**config.mk**
```make
export PLATFORM = sky130hd
export DESIGN_NAME = multiplier_int8
export DESIGN_NICKNAME = d
export VERILOG_FILES = /design/src/rtl/multiplier_int8.sv
export SDC_FILE = /design/constraint.sdc
export NUM_CORES = 1
export LEC_CHECK = 0
export BUFFER_PORTS_ARGS = -buffer_cell sky130_fd_sc_hd__buf_2
export CORE_MARGIN = 2
export CORE_UTILIZATION = 55
export DETAILED_ROUTE_END_ITERATION = 6
export HOLD_SLACK_MARGIN = 0.05
export PLACE_DENSITY = 0.76
export SETUP_SLACK_MARGIN = 0.05
export SYNTH_ARGS = -nofsm -noshare
export SYNTH_HDL_FRONTEND = slang
export SYNTH_SLANG_ARGS = --single-unit
```
**constraint.sdc**
```tcl
create_clock -name clk -period 0.8 [get_ports clk]
set_input_delay 0.2 -clock clk [delete_from_list [all_inputs] [get_ports clk]]
set_output_delay 0.2 -clock clk [all_outputs]
set_load 0.02 [all_outputs]
```
**src/rtl/multiplier_int8.sv**
```systemverilog
`default_nettype none
// ============================================================================
// Module   : multiplier_int8
// Purpose  : Signed 8x8 multiplier for the matrix coprocessor datapath.
//            The exact 16-bit product comes from a Baugh-Wooley array of
//            eight partial-product rows summed by a three-level adder tree.
//            The 8-bit result and an overflow flag are registered, which
//            gives a latency of one cycle and accepts one pair per cycle.
// Ports    : clk  - system clock, rising edge
//            rst  - asynchronous active-high reset, clears prod/ovf
//            a    - signed multiplicand [7:0]
//            b    - signed multiplier   [7:0]
//            prod - registered signed product [7:0] (wrap or saturate)
//            ovf  - registered, 1 when the exact product is outside [-128,127]
// Config   : MULTIPLIER_SATURATE_EN - when defined, an overflowing product
//            saturates to 8'h7F / 8'h80 instead of wrapping.
// Revision : 1.0 - initial release
// ============================================================================
module multiplier_int8 (
  input  logic       clk,
  input  logic       rst,
  input  logic [7:0] a,
  input  logic [7:0] b,
  output logic [7:0] prod,
  output logic       ovf
);

  // Baugh-Wooley correction: the inverted sign-cross terms leave a bias
  // that is cancelled by adding 2^8 + 2^15 (modulo 2^16).
  localparam logic [15:0] C_BW_CORR = 16'h8100;

  logic [15:0] w_row [8];

  // Row i holds a * b[i], shifted left by i. The cross terms involving
  // exactly one sign bit are inverted; the sign*sign term stays positive.
  for (genvar i = 0; i < 8; i++) begin : g_row
    logic [7:0] w_bits;
    for (genvar j = 0; j < 8; j++) begin : g_col
      if ((i == 7) != (j == 7)) begin : g_inv
        assign w_bits[j] = ~(a[j] & b[i]);
      end else begin : g_pos
        assign w_bits[j] = a[j] & b[i];
      end
    end
    assign w_row[i] = {8'h00, w_bits} << i;
  end

  // Balanced adder tree; all sums are modulo 2^16.
  logic [15:0] w_sum_l1 [4];
  logic [15:0] w_sum_l2 [2];
  logic [15:0] w_p;

  for (genvar k = 0; k < 4; k++) begin : g_tree_l1
    assign w_sum_l1[k] = w_row[2*k] + w_row[2*k+1];
  end

  for (genvar k = 0; k < 2; k++) begin : g_tree_l2
    assign w_sum_l2[k] = w_sum_l1[2*k] + w_sum_l1[2*k+1];
  end

  assign w_p = w_sum_l2[0] + w_sum_l2[1] + C_BW_CORR;

  // The product fits in 8 bits exactly when bits 15..7 are a pure sign
  // extension (all zeros or all ones).
  logic       w_ovf;
  logic [7:0] w_prod;

  assign w_ovf = ~((&w_p[15:7]) | ~(|w_p[15:7]));

`ifdef MULTIPLIER_SATURATE_EN
  // The sign of the exact product selects the saturation rail.
  assign w_prod = w_ovf ? (w_p[15] ? 8'h80 : 8'h7F) : w_p[7:0];
`else
  assign w_prod = w_p[7:0];
`endif

  logic [7:0] r_prod;
  logic       r_ovf;

  always_ff @(posedge clk or posedge rst) begin
    if (rst) begin
      r_prod <= 8'h00;
      r_ovf  <= 1'b0;
    end else begin
      r_prod <= w_prod;
      r_ovf  <= w_ovf;
    end
  end

  assign prod = r_prod;
  assign ovf  = r_ovf;

endmodule
`default_nettype wire

```
==> results of run 1 <==
[area by class of cell]
type | instances | area, sq um
fill | 259 | 796
clock inverter | 1 | 5.00
tap | 52 | 65.1
multi-input combinational | 223 | 2300
clock buffer | 3 | 41.3
inverter | 45 | 173
timing repair buffer | 79 | 722
sequential | 9 | 225
[sequential cells by signal, summed over array words and instances, names as in the netlist]
signal,cells
prod,8
ovf,1
[through the flow]
| step | utilization (%) | setup WS (ps) | TNS, ps | hold slack, ps | cells |
|---|---|---|---|---|---|
| after floorplan | - | -3120 | -11760 | 27.9 | 284 |
| after global placement | 71.5 | -3410 | -14480 | 168 | 402 |
| after detailed placement | 71.5 | -3520 | -14730 | 173 | 402 |
| after CTS | 79.4 | -3170 | -13040 | 406 | 410 |
| after global routing | 81.6 | -3310 | -13750 | 394 | 412 |
| final | 81.6 | -3190 | -13170 | 391 | 412 |
[critical path, delay by kind of cell]
family	cells	cell delay [ps]
AOI/OAI and AO/OA	3	690
and+or+nand+nor	4	800
buffers and inverters	3	270
adders and majority gates	5	2180
[how the worst max path moves through the flow]
stage	from	to	slack (ps)	depth (start not counted)
after floorplan	b[5]	ovf$_DFF_PP0_	-3120	14
after global placement	b[5]	ovf$_DFF_PP0_	-3410	15
after detailed placement	b[5]	ovf$_DFF_PP0_	-3520	18
after CTS	a[7]	ovf$_DFF_PP0_	-3170	14
after global routing	b[3]	ovf$_DFF_PP0_	-3310	15
final	b[3]	ovf$_DFF_PP0_	-3190	15
[cell usage after synthesis (4+ instances only)]
cell type,instances
clkbuf_1,6
dfrtp_1,9
nand2b_1,7
ha_1,31
a21oi_1,10
fa_1,38
nand2_1,39
nor2_1,10
inv_1,45
nor3_1,5
and2_1,31
xor2_1,4
nand3_1,5
[power by group through the flow]
stage	clock [uW]	sequential, uW	combinational (uW)
floorplan	0	822	6270
global placement	0	631	9390
detailed placement	0	631	9530
CTS	538	660	10200
global route	564	672	11900
finish	545	664	10800
[cell families (layout without fill, tap and decap cells)]
family | after synthesis | count (layout) | synth area share [%]
and+or+nand+nor | 114 | 114 | 24.5
adders and majority gates | 69 | 69 | 46.7
buffers and inverters | 52 | 128 | 7.98
AOI/OAI and AO/OA | 33 | 33 | 9.20
DFF | 9 | 9 | 9.15
xor gates and xnor gates | 7 | 7 | 2.49
[timing repair]
item                                   in CTS  in global routing
endpoints found under the hold margin       9                  0
gates resized for setup                    73                 19
pin swaps                                  16                 12
setup endpoints to repair                  17                 26
hold buffers                                1                  0
setup buffers                               4                  3
[metal layers]
metal  share of wire [%]  wire, microns  vias up  GRT usage, %
met5                   0              0        -             0
met2                  56           3620       48          49.5
met3                 3.2            205       13          2.56
li1                    -              -     1076             -
met1                  39           2510     1105          31.4
met4                 1.7            107        0          5.45
==> flow_metrics.env, run 1 <==
export IMPL_slew_headroom_pct=71.1
export IMPL_maxCapViolations=0
export IMPL_finalCritPeriodShare_pct=498
export IMPL_num_vias=2242
export IMPL_die_x_microns=70.9
export IMPL_drc=0
export IMPL_syn_to_final_growth_pct=43.4
export IMPL_coreArea_sq_mm=0.00432
export IMPL_htreeDepth=1
export IMPL_start_util_pct=56.9
export IMPL_grt_overflow=0
export IMPL_n_antenna_cell=0
export IMPL_place_area_sq_mm=0.00309
export IMPL_worstSetupStartpointType="input pin"
export IMPL_synth_edf_count=0
export IMPL_cp_slowest_cell="fa_1"
export IMPL_cp_data_arrival_time_ps=4140
export IMPL_p_sw_share_pct=47.5
export IMPL_antenna_found_initial=0
export IMPL_syn_nets=371
export IMPL_clockBufferDepth=2
export IMPL_ant_nets=0
export IMPL_violations="negative setup slack"
export IMPL_die_y_microns=70.9
export IMPL_setup_viol=16
export IMPL_clockPowerShare_pct=4.5
export IMPL_fmax_mhz=251
export IMPL_hold_start="a[0]"
export IMPL_synth_seq_cells=9
export IMPL_io_pin_count=27
export IMPL_endpoint_kind="flip-flop"
export IMPL_placementRows=24
export IMPL_path_cells="buf_4, and2_1, fa_1, inv_1, fa_1, inv_1, fa_2, fa_1, ha_4, nor2b_4, o2111a_2, or4_4, a221oi_4, nor2_1, a32oi_1"
export IMPL_pwr_share_comb_pct=89.9
export IMPL_clk_pin_slew_ps=50
export IMPL_rsz0062_at_grt="true"
export IMPL_synth_area_top_cells="fa_1, ha_1, dfrtp_1, and2_1, inv_1"
export IMPL_placement_io_buffers=26
export IMPL_whs_endpoint="prod[0]$_DFF_PP0_"
export IMPL_grt_pass1_wl_microns=10500
export IMPL_hold_viol_final=0
export IMPL_yosysWarnings=0
export IMPL_avgSynthCellArea_sq_um=8.67
export IMPL_pwr_share_seq_pct=5.5
export IMPL_post_route_min_period_ps=3990
export IMPL_crit_fanout=7
export IMPL_clock_sinks=9
export IMPL_die_area_sq_mm=0.00503
export IMPL_hold_class="input pin to flip-flop"
export IMPL_grt_pass1_vias=2338
export IMPL_routed_wl_microns=6440
export IMPL_final_cell_mix="buf_4, inv_1, nand2_1, fa_1, buf_6"
export IMPL_cp_common_cell="fa_1"
export IMPL_cts_root_buf="clkbuf_8"
export IMPL_grt_use_total_pct=25.9
export IMPL_async_flop_share_pct=100
export IMPL_p_int_uw=6310
export IMPL_drv_slew=0
export IMPL_drive_gt1_share_pct=35.6
export IMPL_drt_iter0_markers=153
export IMPL_finalWeightedCongestion=0.919
export IMPL_ys_seq_area_share_pct=9.15
export IMPL_powerDensity_mw_per_mm2=3400
export IMPL_synth_area_leader_cell="fa_1"
export IMPL_yosysTopAreaCellShare_pct=30.9
export IMPL_power_switching_uw=5690
export IMPL_required_ps=950
export IMPL_grt_start_max_net_pins=10
export IMPL_setup_ws_ps=-3190
export IMPL_synth_flop_cell="dfrtp_1"
export IMPL_max_slew_worst_pin_slew_ps=431
export IMPL_synth_cell_type_count=42
export IMPL_finalPower_uw=12000
export IMPL_p_leak_uw=0.00167
export IMPL_postLayoutCellArea_sq_mm=0.00353
export IMPL_fin_nets=448
export IMPL_ir_worst_vdd_v=0.00254
export IMPL_cts_tree="built"
export IMPL_syn_area_sq_mm=0.00246
export IMPL_cts_buffers_inserted=3
export IMPL_max_stage_delay_ps=550
export IMPL_drt_first_pass_iters=5
export IMPL_dp_hpwl_microns=4700
export IMPL_worstSetupPathType="input pin to flip-flop"
export IMPL_wire_per_inst_microns=15.6
export IMPL_outcome="finished, violations left"
export IMPL_postSynthCellCount=284
export IMPL_whs_path_depth=3
export IMPL_layout_commonest_cell="buf_4"
export IMPL_vias_per_cell=5.44
No activity file was read; power rests on OpenSTA's default activity.
==> inputs of run 2 (changes only) <==
--- a/constraint.sdc
+++ b/constraint.sdc
@@ -3,2 +3,2 @@
 set_output_delay 0.2 -clock clk [all_outputs]
-set_load 0.02 [all_outputs]
+set_load 0.05 [all_outputs]
==> run 2 against run 1 <==
The run ends with negative hold slack, negative setup slack left. Clock-buffer cell count rose by 1. Non-clock buffer count is 3 higher. Die area stayed put. Sequential power is 3.2% higher. Maximum frequency up 0.33%. Worst setup slack gained 13 ps. Power up 4.7%. Critical path type unchanged. Critical endpoint unchanged. Highest routed layer unchanged.
==> flow_metrics.env, run 2 (synthesis results as in run 1) <==
export IMPL_rsz0062_at_grt="true"
export IMPL_fin_nets=451
export IMPL_ir_worst_vdd_v=0.00255
export IMPL_placementRows=24
export IMPL_worstSetupStartpointType="input pin"
export IMPL_coreArea_sq_mm=0.00432
export IMPL_grt_pass1_wl_microns=10800
export IMPL_drc=0
export IMPL_hold_viol_final=9
export IMPL_slew_headroom_pct=76.2
export IMPL_placement_io_buffers=26
export IMPL_pwr_share_seq_pct=5.5
export IMPL_grt_use_total_pct=26.6
export IMPL_cts_buffers_inserted=3
export IMPL_finalCritPeriodShare_pct=497
export IMPL_die_area_sq_mm=0.00503
export IMPL_routed_wl_microns=6550
export IMPL_p_leak_uw=0.00168
export IMPL_powerDensity_mw_per_mm2=3550
export IMPL_fmax_mhz=252
export IMPL_cts_tree="built"
export IMPL_clockBufferDepth=2
export IMPL_cp_data_arrival_time_ps=4110
export IMPL_hold_ws_ps=-74.7
export IMPL_dp_hpwl_microns=4740
export IMPL_layout_commonest_cell="buf_4"
export IMPL_endpoint_kind="flip-flop"
export IMPL_grt_pass1_vias=2506
export IMPL_final_cell_mix="buf_4, inv_1, nand2_1"
export IMPL_drt_first_pass_iters=4
export IMPL_crit_fanout=7
export IMPL_drv_slew=0
export IMPL_wire_per_inst_microns=15.8
export IMPL_cts_root_buf="clkbuf_8"
export IMPL_largest_reg_flops=8
export IMPL_post_route_min_period_ps=3970
export IMPL_drive_gt1_share_pct=38.8
export IMPL_hold_class="input pin to asynchronous set/reset pin"
export IMPL_nFillCells=265
export IMPL_max_slew_worst_pin_slew_ps=354
export IMPL_finalWeightedCongestion=0.857
export IMPL_start_util_pct=56.9
export IMPL_n_antenna_cell=0
export IMPL_finalPower_uw=12600
export IMPL_ant_nets=0
export IMPL_htreeDepth=1
export IMPL_clk_pin_slew_ps=50
export IMPL_outcome="finished, violations left"
export IMPL_clockPowerShare_pct=4.1
export IMPL_antenna_found_initial=0
export IMPL_grt_overflow=0
export IMPL_drt_iter0_markers=89
export IMPL_setup_viol=16
export IMPL_num_vias=2331
export IMPL_syn_to_final_growth_pct=43.9
export IMPL_vias_per_cell=5.62
export IMPL_pwr_share_comb_pct=90.4
export IMPL_io_pin_count=27
export IMPL_p_sw_share_pct=47.6
export IMPL_required_ps=940
export IMPL_clock_sinks=9
export IMPL_setup_ws_ps=-3170
export IMPL_maxCapViolations=0
export IMPL_violations="negative hold slack, negative setup slack"
export IMPL_power_switching_uw=5980
export IMPL_grt_start_max_net_pins=10
export IMPL_die_y_microns=70.9
export IMPL_die_x_microns=70.9
export IMPL_worstSetupPathType="input pin to flip-flop"
export IMPL_startpoint="b[3]"
export IMPL_endpoint="ovf$_DFF_PP0_"
export IMPL_p_int_uw=6590
==> run 2: cell types whose count changed in the layout (fill, tap and decap cells not counted), moves of 3 or more <==
cell	delta
ha_2	+3
dfrtp_1	-8
buf_6	-3
buf_4	+8
dfrtp_2	+8
ha_1	-4
==> run 2: how the worst min path moves through the flow <==
stage | end | slack (ps) | cells after the start
final | prod[2]$_DFF_PP0_ | -70 | 2
after global routing | prod[2]$_DFF_PP0_ | -50 | 2
after global placement | ovf$_DFF_PP0_ | 170 | 2
after floorplan | ovf$_DFF_PP0_ | 30 | 1
after CTS | prod[2]$_DFF_PP0_ | -60 | 2
after detailed placement | ovf$_DFF_PP0_ | 180 | 2
==> run 2: worst max-delay path, stage by stage <==
cell and delay [ps]:
buf_4 150, and2_4 160, fa_1 550, inv_1 60, fa_2 530, inv_1 50
fa_2 330, fa_1 550, ha_4 210, nor2b_4 120, o2111a_1 280, or4_4 420
a221oi_2 280, nor2_1 70, a32oi_1 150
==> run 2: what timing repair did <==
item,CTS,global route
endpoints found under the hold margin,9,9
setup buffers,3,2
endpoints found under the setup margin,17,17
pin swaps,17,17
cloned,0,0
gates resized for setup,67,21
==> run 2: through the flow <==
stage          std cells  utilization [%]  TNS, ps  setup WS, ps  cell area [sq um]
6_report             415             81.9   -13630         -3170               3540
5_1_grt              415             81.9   -14070         -3270               3540
4_1_cts              413             79.8   -13580         -3160               3450
3_5_place_dp         406             72.4   -15010         -3540               3130
3_3_place_gp         406             72.4   -14620         -3410               3130
2_1_floorplan        284                -   -11770         -3120               2590
==> run 2: per-layer routing <==
metal  wire (microns)  GRT usage (%)  part of all wire [%]
met1             2310           30.6                    35
met2             3740           52.9                    57
met3              310           1.99                   4.7
met4              189           6.50                   2.9
met5                0              0                     0
==> run 2: power groups by stage <==
stage	Combinational [uW]	Sequential, uW	Clock (uW)
global placement	9860	651	0
global route	12500	693	550
finish	11400	685	521
CTS	10700	687	527
detailed placement	10000	658	0
floorplan	6270	1160	0
==> run 2: layout make-up <==
cell class | instances | area, sq um | share of cell area (%)
repair buffers | 82 | 728 | 20.6
flip-flops and latches | 9 | 235 | 6.64
well taps | 52 | 65.1 | 1.84
inverters | 45 | 169 | 4.77
multi-input cells | 223 | 2300 | 64.9
clock buffers | 4 | 45.0 | 1.27
==> inputs of run 3 (changes only) <==
CTS_BUF_LIST = sky130_fd_sc_hd__clkbuf_2   (was unset)
==> run 3 against run 2 <==
The run still ends with negative hold slack, negative setup slack left. Sequential power barely moved. Final cell count shrank 0.48%. Global-route usage is 0.17 points higher.
==> flow_metrics.env, run 3 (synthesis results as in run 1) <==
export IMPL_maxCapViolations=0
export IMPL_fin_nets=449
export IMPL_antenna_found_initial=0
export IMPL_cp_data_arrival_time_ps=4120
export IMPL_setup_ws_ps=-3140
export IMPL_post_route_min_period_ps=3940
export IMPL_io_pin_count=27
export IMPL_drt_first_pass_iters=4
export IMPL_grt_start_max_net_pins=10
export IMPL_dp_cells=406
export IMPL_hold_viol_final=9
export IMPL_violations="negative hold slack, negative setup slack"
export IMPL_crit_family="adder cells"
export IMPL_postLayoutCellArea_sq_mm=0.00353
export IMPL_die_x_microns=70.9
export IMPL_ant_nets=0
export IMPL_drt_iter0_markers=107
export IMPL_clockBufferDepth=2
export IMPL_finalCritPeriodShare_pct=492
export IMPL_clk_pin_slew_ps=90
export IMPL_finalPower_uw=12500
export IMPL_grt_overflow=0
export IMPL_grt_use_total_pct=26.8
export IMPL_ir_worst_vdd_v=0.00260
export IMPL_final_cell_mix="buf_4, inv_1, nand2_1"
export IMPL_finalWeightedCongestion=0.857
export IMPL_power_switching_uw=6040
export IMPL_endpoint_kind="flip-flop"
export IMPL_crit_fanout=7
export IMPL_pwr_share_comb_pct=92.2
export IMPL_grt_pass1_wl_microns=10800
export IMPL_placement_io_buffers=26
export IMPL_cp_slowest_cell="fa_1"
export IMPL_routed_wl_microns=6540
export IMPL_drive_gt1_share_pct=38.8
export IMPL_syn_to_final_growth_pct=43.5
export IMPL_max_slew_worst_pin_slew_ps=336
export IMPL_finalSetupTns_ps=-13530
export IMPL_max_stage_delay_ps=540
export IMPL_largest_reg_flops=8
export IMPL_die_area_sq_mm=0.00503
export IMPL_dp_hpwl_microns=4740
export IMPL_layout_commonest_cell="buf_4"
export IMPL_fin_cells=413
export IMPL_p_leak_uw=0.00167
export IMPL_outcome="finished, violations left"
export IMPL_required_ps=980
export IMPL_n_antenna_cell=0
export IMPL_hold_class="input pin to asynchronous set/reset pin"
export IMPL_worstSetupStartpointType="input pin"
export IMPL_worstSetupPathType="input pin to flip-flop"
export IMPL_hold_ws_ps=-116
export IMPL_die_y_microns=70.9
export IMPL_pwr_share_seq_pct=5.5
export IMPL_cts_root_buf="clkbuf_2"
export IMPL_powerDensity_mw_per_mm2=3540
export IMPL_placementRows=24
export IMPL_path_cells="buf_6, and2_4, fa_1, inv_1, fa_1, fa_1, inv_1, fa_1, ha_4, nor2b_4, o2111a_1, or4_4, a221oi_2, nor2_1, a32oi_1"
export IMPL_clockPowerShare_pct=2.4
export IMPL_p_sw_share_pct=48.3
export IMPL_cts_tree="built"
export IMPL_htreeDepth=1
export IMPL_num_vias=2301
export IMPL_place_area_sq_mm=0.00313
export IMPL_vias_per_cell=5.57
export IMPL_grt_pass1_vias=2525
export IMPL_coreArea_sq_mm=0.00432
export IMPL_fmax_mhz=254
export IMPL_clock_sinks=9
export IMPL_setup_viol=16
export IMPL_p_int_uw=6480
export IMPL_drv_slew=0
export IMPL_worst_path_buf_inv=3
export IMPL_start_util_pct=56.9
export IMPL_slew_headroom_pct=77.6
export IMPL_rsz0062_at_grt="true"
export IMPL_wire_per_inst_microns=15.8
export IMPL_drc=0
export IMPL_cts_buffers_inserted=3
export IMPL_cp_common_cell="fa_1"
==> run 3: final cells by class <==
class,instances,area (sq um)
sequential,9,235
multi-input combinational,223,2310
tap,52,65.1
timing repair buffer,80,736
fill,257,792
clock buffer,4,20.0
inverter,45,169
==> run 3: per-layer routing <==
metal  up-vias  track usage, %  part of all wire, %
met4         0            8.18                  2.2
met1      1137            30.6                   37
met3        17            2.85                  4.1
met2        66            51.9                   57
met5         -               0                    0
li1       1081               -                    -
==> run 3: per-stage QoR <==
stage / util [%] / worst slack, ps
2_1_floorplan: - / -3120
3_3_place_gp: 72.4 / -3410
3_5_place_dp: 72.4 / -3540
4_1_cts: 79.2 / -3130
5_1_grt: 81.7 / -3230
6_report: 81.7 / -3140
==> run 3: power groups by stage <==
stage	clock network, uW	logic (uW)	registers (uW)
2_1_floorplan	0	6270	1160
3_3_place_gp	0	9860	651
3_5_place_dp	0	10000	658
4_1_cts	299	10700	684
5_1_grt	319	12700	691
6_report	295	11500	683
==> run 3: worst max-delay path by stage <==
stage | startpoint | to | slack [ps] | depth (start not counted)
after CTS | b[3] | ovf$_DFF_PP0_ | -3130 | 15
final | b[3] | ovf$_DFF_PP0_ | -3140 | 15
after detailed placement | b[5] | ovf$_DFF_PP0_ | -3540 | 18
after global routing | a[7] | ovf$_DFF_PP0_ | -3230 | 16
after floorplan | b[5] | ovf$_DFF_PP0_ | -3120 | 14
after global placement | a[7] | ovf$_DFF_PP0_ | -3410 | 15
==> run 3: what timing repair did <==
action | in CTS | in global routing
setup endpoints to repair | 17 | 16
hold endpoints to repair | 9 | 9
pin swaps | 16 | 15
buffers inserted | 3 | 0
gates resized for setup | 66 | 29
